**src/rtl/rgb_led_pkg.sv**
```systemverilog
// Shared types and helpers for the RGB LED PWM driver.
package rgb_led_pkg;

    typedef enum logic [1:0] {
        MODE_STEADY = 2'd0,
        MODE_BLINK  = 2'd1,
        MODE_FADE   = 2'd2,
        MODE_OFF    = 2'd3
    } mode_t;

    // Largest duty value for a given PWM width; also the PWM period in clocks.
    function automatic int pwm_max(input int bits);
        return (1 << bits) - 1;
    endfunction

    // Pin level for a logical on/off state, honouring pull-up (active-low) wiring.
    function automatic logic led_level(input logic on, input logic active_low);
        return on ^ active_low;
    endfunction

endpackage

```
**src/rtl/rgb_led_pwm_array_env.sv**
```systemverilog
// Free-running blink phase and fade triangle envelope, shared by every channel.
module rgb_led_env
    import rgb_led_pkg::*;
#(
    parameter int PWM_BITS     = 8,
    parameter int BLINK_PERIOD = 27_000_000
) (
    input  logic                clk,
    input  logic                n_rst,
    input  logic                restart,
    output logic [PWM_BITS-1:0] env,
    output logic                blink_on
);

    localparam int W     = PWM_BITS;
    localparam int MAX   = pwm_max(W);
    localparam int STEP  = BLINK_PERIOD / (2 * MAX);
    localparam int PH_W  = $clog2(BLINK_PERIOD);
    localparam int PRE_W = (STEP > 1) ? $clog2(STEP) : 1;
    localparam logic [W-1:0] MAX_V = W'(MAX);

    logic [PH_W-1:0]  phase_reg;
    logic [PRE_W-1:0] pre_reg;
    logic [W-1:0]     env_reg;
    logic             dir_up_reg;

    // Phase wraps at BLINK_PERIOD regardless of mode.
    always_ff @(posedge clk or negedge n_rst) begin
        if (!n_rst)
            phase_reg <= '0;
        else if (phase_reg == PH_W'(BLINK_PERIOD - 1))
            phase_reg <= '0;
        else
            phase_reg <= phase_reg + PH_W'(1);
    end

    assign blink_on = (phase_reg < PH_W'(BLINK_PERIOD / 2));

    // Triangle envelope: one step per STEP clocks, turning at 0 and MAX so it never wraps.
    always_ff @(posedge clk or negedge n_rst) begin
        if (!n_rst) begin
            pre_reg    <= '0;
            env_reg    <= '0;
            dir_up_reg <= 1'b1;
        end else if (restart) begin
            pre_reg    <= '0;
            env_reg    <= '0;
            dir_up_reg <= 1'b1;
        end else if (pre_reg == PRE_W'(STEP - 1)) begin
            pre_reg <= '0;
            if (dir_up_reg) begin
                if (env_reg == MAX_V) begin
                    env_reg    <= env_reg - W'(1);
                    dir_up_reg <= 1'b0;
                end else begin
                    env_reg <= env_reg + W'(1);
                end
            end else begin
                if (env_reg == '0) begin
                    env_reg    <= env_reg + W'(1);
                    dir_up_reg <= 1'b1;
                end else begin
                    env_reg <= env_reg - W'(1);
                end
            end
        end else begin
            pre_reg <= pre_reg + PRE_W'(1);
        end
    end

    assign env = env_reg;

endmodule

```
**src/rtl/rgb_led_pwm_array.sv**
```systemverilog
// Multi-LED RGB PWM driver with STEADY / BLINK / FADE / OFF modes.
// Duties are double-buffered and take effect only at PWM period boundaries.
// Optional build macro RGB_LED_GAMMA_EN: square-law gamma on the shadow->active path.
module rgb_led_pwm_array
    import rgb_led_pkg::*;
#(
    parameter int NUM_LEDS     = 1,
    parameter int PWM_BITS     = 8,
    parameter int BLINK_PERIOD = 27_000_000,
    parameter int ACTIVE_LOW   = 1
) (
    input  logic                           clk,
    input  logic                           n_rst,
    input  logic [1:0]                     mode,
    input  logic                           load,
    input  logic [NUM_LEDS*3*PWM_BITS-1:0] rgb,
    output logic [NUM_LEDS-1:0]            led_r,
    output logic [NUM_LEDS-1:0]            led_g,
    output logic [NUM_LEDS-1:0]            led_b,
    output logic                           sync
);

    localparam int W   = PWM_BITS;
    localparam int MAX = pwm_max(W);
    localparam int NCH = NUM_LEDS * 3;
    localparam logic [W-1:0] LAST    = W'(MAX - 1);
    localparam logic [W-1:0] MAX_V   = W'(MAX);
    localparam logic         LED_OFF = led_level(1'b0, ACTIVE_LOW != 0);

    logic [W-1:0] cycle_reg;
    mode_t        mode_reg;
    mode_t        mode_in;
    logic         boundary;
    logic         fade_restart;
    logic [W-1:0] env_val;
    logic [W:0]   env_p1;
    logic         blink_on;
    logic [NCH-1:0] out_vec;

    assign mode_in      = mode_t'(mode);
    assign boundary     = (cycle_reg == LAST);
    assign sync         = boundary;
    assign fade_restart = boundary && (mode_in == MODE_FADE) && (mode_reg != MODE_FADE);
    assign env_p1       = {1'b0, env_val} + (W+1)'(1);

    // PWM cycle counter, 0..MAX-1.
    always_ff @(posedge clk or negedge n_rst) begin
        if (!n_rst)
            cycle_reg <= '0;
        else if (boundary)
            cycle_reg <= '0;
        else
            cycle_reg <= cycle_reg + W'(1);
    end

    // Mode is only sampled at a period boundary so a period is never split.
    always_ff @(posedge clk or negedge n_rst) begin
        if (!n_rst)
            mode_reg <= MODE_OFF;
        else if (boundary)
            mode_reg <= mode_in;
    end

    rgb_led_env #(
        .PWM_BITS     (PWM_BITS),
        .BLINK_PERIOD (BLINK_PERIOD)
    ) u_env (
        .clk      (clk),
        .n_rst    (n_rst),
        .restart  (fade_restart),
        .env      (env_val),
        .blink_on (blink_on)
    );

    // Channel index gi = led*3 + {0:B, 1:G, 2:R}, matching the rgb bus packing.
    genvar gi;
    generate
        for (gi = 0; gi < NCH; gi++) begin : g_ch
            logic [W-1:0] shadow_reg;
            logic [W-1:0] active_reg;
            logic [W-1:0] src;
            logic [W-1:0] shaped;
            logic [W-1:0] eff;
            logic         out_reg;

            // A load on the boundary cycle bypasses the shadow so it lands next period.
            assign src = load ? rgb[gi*W +: W] : shadow_reg;

`ifdef RGB_LED_GAMMA_EN
            assign shaped = (src == MAX_V) ? MAX_V : W'(((2*W)'(src) * (2*W)'(src)) >> W);
`else
            assign shaped = src;
`endif

            // Shadow captures every load; active follows it only at boundaries.
            always_ff @(posedge clk or negedge n_rst) begin
                if (!n_rst) begin
                    shadow_reg <= '0;
                    active_reg <= '0;
                end else begin
                    if (load)
                        shadow_reg <= rgb[gi*W +: W];
                    if (boundary)
                        active_reg <= shaped;
                end
            end

            // Effective duty after mode shaping.
            always_comb begin
                eff = '0;
                case (mode_reg)
                    MODE_STEADY: eff = active_reg;
                    MODE_BLINK:  eff = blink_on ? active_reg : '0;
                    MODE_FADE:   eff = W'(((2*W)'(active_reg) * (2*W)'(env_p1)) >> W);
                    default:     eff = '0;
                endcase
            end

            // Registered compare drives the pin.
            always_ff @(posedge clk or negedge n_rst) begin
                if (!n_rst)
                    out_reg <= LED_OFF;
                else
                    out_reg <= led_level(cycle_reg < eff, ACTIVE_LOW != 0);
            end

            assign out_vec[gi] = out_reg;
        end

        for (gi = 0; gi < NUM_LEDS; gi++) begin : g_led
            assign led_b[gi] = out_vec[gi*3];
            assign led_g[gi] = out_vec[gi*3 + 1];
            assign led_r[gi] = out_vec[gi*3 + 2];
        end
    endgenerate

endmodule

```
**config.mk**
```make
export PLATFORM = sky130hd
export DESIGN_NAME = rgb_led_pwm_array
export DESIGN_NICKNAME = d
export VERILOG_FILES = /design/src/rtl/rgb_led_pkg.sv /design/src/rtl/rgb_led_pwm_array_env.sv /design/src/rtl/rgb_led_pwm_array.sv
export SDC_FILE = /design/constraint.sdc
export NUM_CORES = 1
export LEC_CHECK = 0
export CAP_MARGIN = 20
export CORE_MARGIN = 1
export CORE_UTILIZATION = 55
export CTS_CLUSTER_SIZE = 25
export DETAILED_ROUTE_END_ITERATION = 8
export PLACE_DENSITY = 0.71
export SLEW_MARGIN = 25
export SYNTH_ARGS = -nofsm -noshare
export SYNTH_HDL_FRONTEND = slang
export SYNTH_HIERARCHICAL = 1
export SYNTH_SLANG_ARGS = --single-unit
```
**constraint.sdc**
```tcl
create_clock -name clk -period 6.55 [get_ports clk]
set_input_delay 0.655 -clock clk [delete_from_list [all_inputs] [get_ports clk]]
set_output_delay 0.655 -clock clk [all_outputs]
set_load 0.005 [all_outputs]
```
**Word-level counts from Yosys, hierarchy flattened**

Cells that the tools add are included.

- Input port bits: 29
- Memory bits (writable): 0
- Bits in read-only memories: 0
- Memories kept: 0
- Latch bits: 0
- Register bits after elaboration: 111
- Output and inout port bits: 4

- $add $sub $neg: 6
- Reduce and logical (&&, ||, !) cells: 5
- Order comparisons: 4
- Bitwise operators: 3
- Multipliers: 3
- Shifts and indexed selects: 0
- Mux-type cells: 23
- Divide/modulo/power cells: 0
- Equal/unequal tests: 8

Operator list:

| kind | number |
|---|---|
| 8-bit two-way mux | 12 |
| 8-bit one-hot mux with 3 select lines | 3 |
| 8-bit by 9-bit multiplier with 16-bit output | 3 |
| 16-bit two-way mux | 2 |
| 25-bit by 1-bit adder with 25-bit output (second input constant) | 1 |
| 25-bit == test (second input constant) | 1 |
| 25-bit by 24-bit < comparator with 1-bit output (second input constant) | 1 |
| 25-bit two-way mux | 1 |
| 8-bit < comparator | 3 |
| 16-bit by 1-bit adder with 16-bit output (second input constant) | 1 |
| 8-bit by 1-bit adder with 8-bit output (second input constant) | 2 |
| 16-bit == test (second input constant) | 1 |
| 8-bit == test (second input constant) | 2 |
| 8-bit by 1-bit adder with 9-bit output (second input constant) | 1 |
| 8-bit logical NOT | 1 |
| 8-bit by 1-bit subtractor with 8-bit output (second input constant) | 1 |
| 1-bit two-way mux | 5 |
| 2-bit == test (second input constant) | 2 |
| 1-bit inverter | 3 |
| 2-bit by 1-bit == test with 1-bit output (second input constant) | 1 |
| 1-bit logical AND | 2 |
| 2-bit logical NOT | 1 |
| 2-bit != test (second input constant) | 1 |
| 2-bit nonzero test | 1 |

**Logic depth before layout (Yosys ltp)**

- Depth in word-level cells: 5
- Gate-level depth with buffers: 27
- Mapped depth without buffers: 25

**Hierarchy**

Netlist, hierarchy kept.

Modules (own cells, without submodules):

| module | times used | cells an instance | sequential area each (sq um) | area an instance (sq um) |
|---|---|---|---|---|
| rgb_led_pwm_array | 1 | 978 | 1532.7 | 9514.1 |
| rgb_led_env | 1 | 288 | 1252.5 | 2740.1 |

**Worst setup path after synthesis**

Ideal clock, no wire load.

- Path type: reg-to-reg
- Start: reg u_env.env_reg[0] (netlist: u_env/env[0])
- End: reg g_ch[1].out_reg (netlist: led_g)
- Setup slack: 0.378 ns
- Arrival time: 6.084 ns
- Data required time: 6.462 ns
- Cell stages (with the launch flop): 24
- Path buffers: 2
- Library setup time: 0.088 ns
- Cells stage by stage: dfrtp_1 > clkbuf_1 > nand3_1 > xor2_1 > clkbuf_1 > nor2b_1 > fa_1 > fa_1 > fa_1 > inv_1 > fa_1 > inv_1 > ha_1 > a211oi_1 > o21ai_1 > o21ai_1 > o21a_1 > o211ai_1 > a31o_1 > a2bb2oi_1 > ha_1 > and4_1 > a221oi_1 > o21ai_1

- Word-level cells in the longest chain between the ends: 5

Ends and longest elaborated chain:

| element | line | RTL |
|---|---|---|
| start, declared | rgb_led_pwm_array_env.sv:24 | `logic [W-1:0] env_reg;` |
| start signal, assigned | rgb_led_pwm_array_env.sv:53 | `env_reg <= env_reg - W'(1);` |
| start signal, assigned | rgb_led_pwm_array_env.sv:56 | `env_reg <= env_reg + W'(1);` |
| start signal, assigned | rgb_led_pwm_array_env.sv:60 | `env_reg <= env_reg + W'(1);` |
| 8-bit by 1-bit adder with 9-bit output | rgb_led_pwm_array.sv:44 | `assign env_p1 = {1'b0, env_val} + (W+1)'(1);` |
| 8-bit by 9-bit multiplier with 16-bit output | rgb_led_pwm_array.sv:114 | `MODE_FADE: eff = W'(((2*W)'(active_reg) * (2*W)'(env_p1)) >> W);` |
| 8-bit one-hot mux with 3 select lines | rgb_led_pwm_array.sv:111 | `case (mode_reg)` |
| 8-bit < comparator | rgb_led_pwm_array.sv:124 | `out_reg <= led_level(cycle_reg < eff, ACTIVE_LOW != 0);` |
| 1-bit inverter (no source line) | - |  |
| end signal, assigned | rgb_led_pwm_array.sv:124 |  |
| end, declared | rgb_led_pwm_array.sv:84 | `logic out_reg;` |

No other way between the ends.
A chain may end at the register's enable or synchronous reset.

**Final worst setup path**

- Start: reg u_env.env_reg[1] (netlist: u_env/env[1])
- End: reg g_ch[1].out_reg (netlist: led_g)

The elaborated chain is that of the path after synthesis.

==> flow_summary_export.csv <==
group,metric,value,unit
synthesis,synth_cells,1266,
cts,clk_latency,370,ps
layout,fin_util,60.7,%
setup_path,critPathMaxFanout,24,
layout,fin_nets,1547,
cts,clkSlewWorstSetupHoldPaths,80,ps
setup_path,slowest_stage,"fa_1",
detailed_routing,drt-pass1-iter-count,5,
setup_path,cp_cell_sequence,"ha_1 > nand2_1 > nor2_1 > xor2_1 > buf_12 > and2_1 > fa_1 > fa_1 > fa_1 > inv_1 > fa_1 > inv_1 > ha_1 > a211oi_1 > o21ai_1 > o21ai_2 > o21a_1 > o211ai_1 > a31o_1 > a2bb2oi_1 > ha_1 > and4_1 > a221oi_1 > o21ai_1",
die,die-height,151,um
layout,largest_reg_flops,25,
global_route,grt_start_max_net_pins,76,
global_route,antenna_found_initial,0,
setup_path,critical_path_arrival,6440,ps
sta,layout_min_cycle_time,6160,ps
placed_design,gp_congestion,0.873,
sta,skew,13.8,ps
cts,cts_tree,"built",
setup_path,worst-setup-path-type,"flip-flop to flip-flop",
sta,final.period_utilization,94.1,%
cts,cts-buffers-inserted,9,
die,die_area,0.0229,mm2
layout,syn_to_final_growth,8.09,%
synthesis,netlist_area,0.0123,mm2
synthesis,yosysTopAreaCellShare,21.4,%
setup_path,r2r-end,"led_g",
die,row_count,54,
layout,multiInputGateArea,0.00869,mm2
setup_path,cp.required,6830,ps
layout,fill_cells,1838,
detailed_routing,wirelength,26700,um
worst_hold_path,hold_path_class,"input pin to asynchronous set/reset pin",
power_and_ir_drop,p_clk_share,45.1,%
placed_design,io_buffer_count,32,
sta,fmax,162,MHz
placed_design,hpwl,19800,um
synthesis,yosysWarnings,6,
global_route,grt_pass1_wl,45300,um
cts,cts_hold_buffers,0,
setup_path,cp-start-kind,"flip-flop",
cts,cts_max_level,3,
detailed_routing,ant_nets,0,
power_and_ir_drop,p_comb_share,3.9,%
cts,clkSinkCount,111,
power_and_ir_drop,seqPwrFrac,51.0,%
setup_path,r2r_cells,24,
detailed_routing,post_drt_wl_per_cell,17.2,um
sta,finalSetupViolations,0,
placed_design,dp_cells,1539,
synthesis,yosys_most_used_dff,"dfrtp_1",
sta,tns,0,ps
synthesis,synth_cell_types,80,
die,ioPinCount,33,
sta,drv_slew,0,
layout,area.sequential,0.00279,mm2
die,core_area,0.0218,mm2
power_and_ir_drop,intPower,0.00107,W
power_and_ir_drop,switching_power,0.000308,W
setup_path,timing.rr.start,"u_env/env[1]",
setup_path,cp_num_buf_inv,3,
layout,layout-drive-gt1-share,9.40,%
cts,clk_path_buf_depth,2,
detailed_routing,first_iter_violations,463,
cts,clock-root-buffer,"clkbuf_16",
synthesis,synth_common_cells,"inv_1, ha_1, fa_1",
setup_path,end_kind,"flip-flop",
power_and_ir_drop,total_power,0.00138,W
die,start_util,56.2,%
sta,fin_hold_ws,236,ps
power_and_ir_drop,power_density,104,mW/mm2
synthesis,seq_area_frac_synth,22.7,%
detailed_routing,drc,0,
sta,tightest_slew,698,ps
status,outcome,"complete, no violations",
synthesis,async_reset_ff_share,100,%
power_and_ir_drop,swShare,22.3,%
setup_path,crit_family,"adder cells",
job,max_cap_violations,0,
setup_path,critPathLaunch,"u_env/env[1]",
sta,max-slew-margin-rel,53.5,%
synthesis,synth.most_common_cell,"inv_1",
setup_path,reg2reg_slack,390,ps
synthesis,yosysTopAreaCell,"dfrtp_1",
power_and_ir_drop,ir_drop,0.120,mV
global_route,grt-ovfl-total,0,
sta,hold_viol_final,0,
global_route,grt_pass1_vias,9266,
synthesis,synth_seq_cells,111,
setup_path,cp_common_cell,"fa_1",
synthesis,synth_nets,1541,
synthesis,synth_edf_count,0,
layout,antenna_cells,0,
global_route,grt_usage,25.5,%
detailed_routing,dr_total_vias,8906,
synthesis,synth.area.top_cells,"dfrtp_1, fa_1, ha_1",
synthesis,synth_area_per_cell,9.68,um2
sta,rsz0062_at_grt,"no",
detailed_routing,avgViaCountPerCell,5.72,
die,die_x,151,um
layout,fin_cells,1557,
power_and_ir_drop,leakage,6.57,nW
setup_path,cp_slowest_stage_delay,550,ps
area by class of cell:
type / count / area share, %
Clock buffer: 11 / 1.76
Clock inverter: 5 / 0.671
Inverter: 147 / 4.17
Multi-Input combinational cell: 948 / 65.6
Sequential cell: 111 / 21.0
Tap cell: 280 / 2.65
Timing Repair Buffer: 55 / 4.11
cell families after synthesis:
family / after synthesis / share of synthesized area [%]
adders and majority gates: 246 / 32.5
DFF: 111 / 22.7
muxes: 57 / 5.24
xor gates and xnor gates: 69 / 4.99
and+or+nand+nor: 441 / 20.1
AOI/OAI and AO/OA: 135 / 7.65
buffers and inverters: 207 / 6.80
routing by layer:
layer | share of wire [%] | global-route usage, % | wire length [um] | up-vias
li1 | - | - | - | 4187
met1 | 43 | 33.2 | 11400 | 4441
met2 | 49 | 43.6 | 13100 | 240
met3 | 6.1 | 4.16 | 1640 | 38
met4 | 2.1 | 7.50 | 562 | 0
met5 | 0 | 0 | 0 | -
placed cells by master (no fill, tap or decap), types with 11 or more instances in the layout:
| master | count |
|---|---|
| nand3_1 | 26 |
| nand4_1 | 15 |
| and2_1 | 113 |
| buf_4 | 19 |
| dfrtp_1 | 104 |
| nor3_1 | 18 |
| xor2_1 | 27 |
| nor2_1 | 69 |
| o21ai_0 | 17 |
| nand2b_1 | 15 |
| a22oi_1 | 11 |
| xnor2_1 | 38 |
| nor2b_1 | 63 |
| nand2_1 | 63 |
| fa_1 | 120 |
| inv_1 | 147 |
| clkdlybuf4s50_1 | 31 |
| ha_1 | 126 |
| and3_1 | 11 |
| mux2_2 | 46 |
| a21oi_1 | 28 |
worst max path at each step:
| stage | to | slack [ps] | depth (start not counted) |
|---|---|---|---|
| floorplan | led_g | 380 | 23 |
| global placement | led_g | 360 | 24 |
| detailed placement | led_g | 230 | 24 |
| CTS | led_g | 210 | 24 |
| global route | led_r | 5 | 26 |
| finish | led_g | 390 | 24 |
power groups by stage:
stage                     Sequential (W)  Combinational [W]  Clock, W
after floorplan                 0.000715          0.0000204         0
after global placement          0.000716          0.0000546         0
after detailed placement        0.000716          0.0000561         0
after CTS                       0.000703          0.0000560  0.000637
after global routing            0.000705          0.0000613  0.000660
final                           0.000703          0.0000540  0.000621
what timing repair did:
| action | 4_1_cts | 5_1_grt |
|---|---|---|
| setup endpoints to repair | 0 | 3 |
| gates resized for setup | 0 | 7 |
| setup buffers | 0 | 2 |
through the flow:
stage | setup slack, ps | cell area [um2]
6_report | 389 | 13200
5_1_grt | 4.79 | 13200
4_1_cts | 212 | 13200
3_5_place_dp | 235 | 12900
3_3_place_gp | 358 | 12900
2_1_floorplan | 378 | 12300
(Power assumes the default switching activity.)
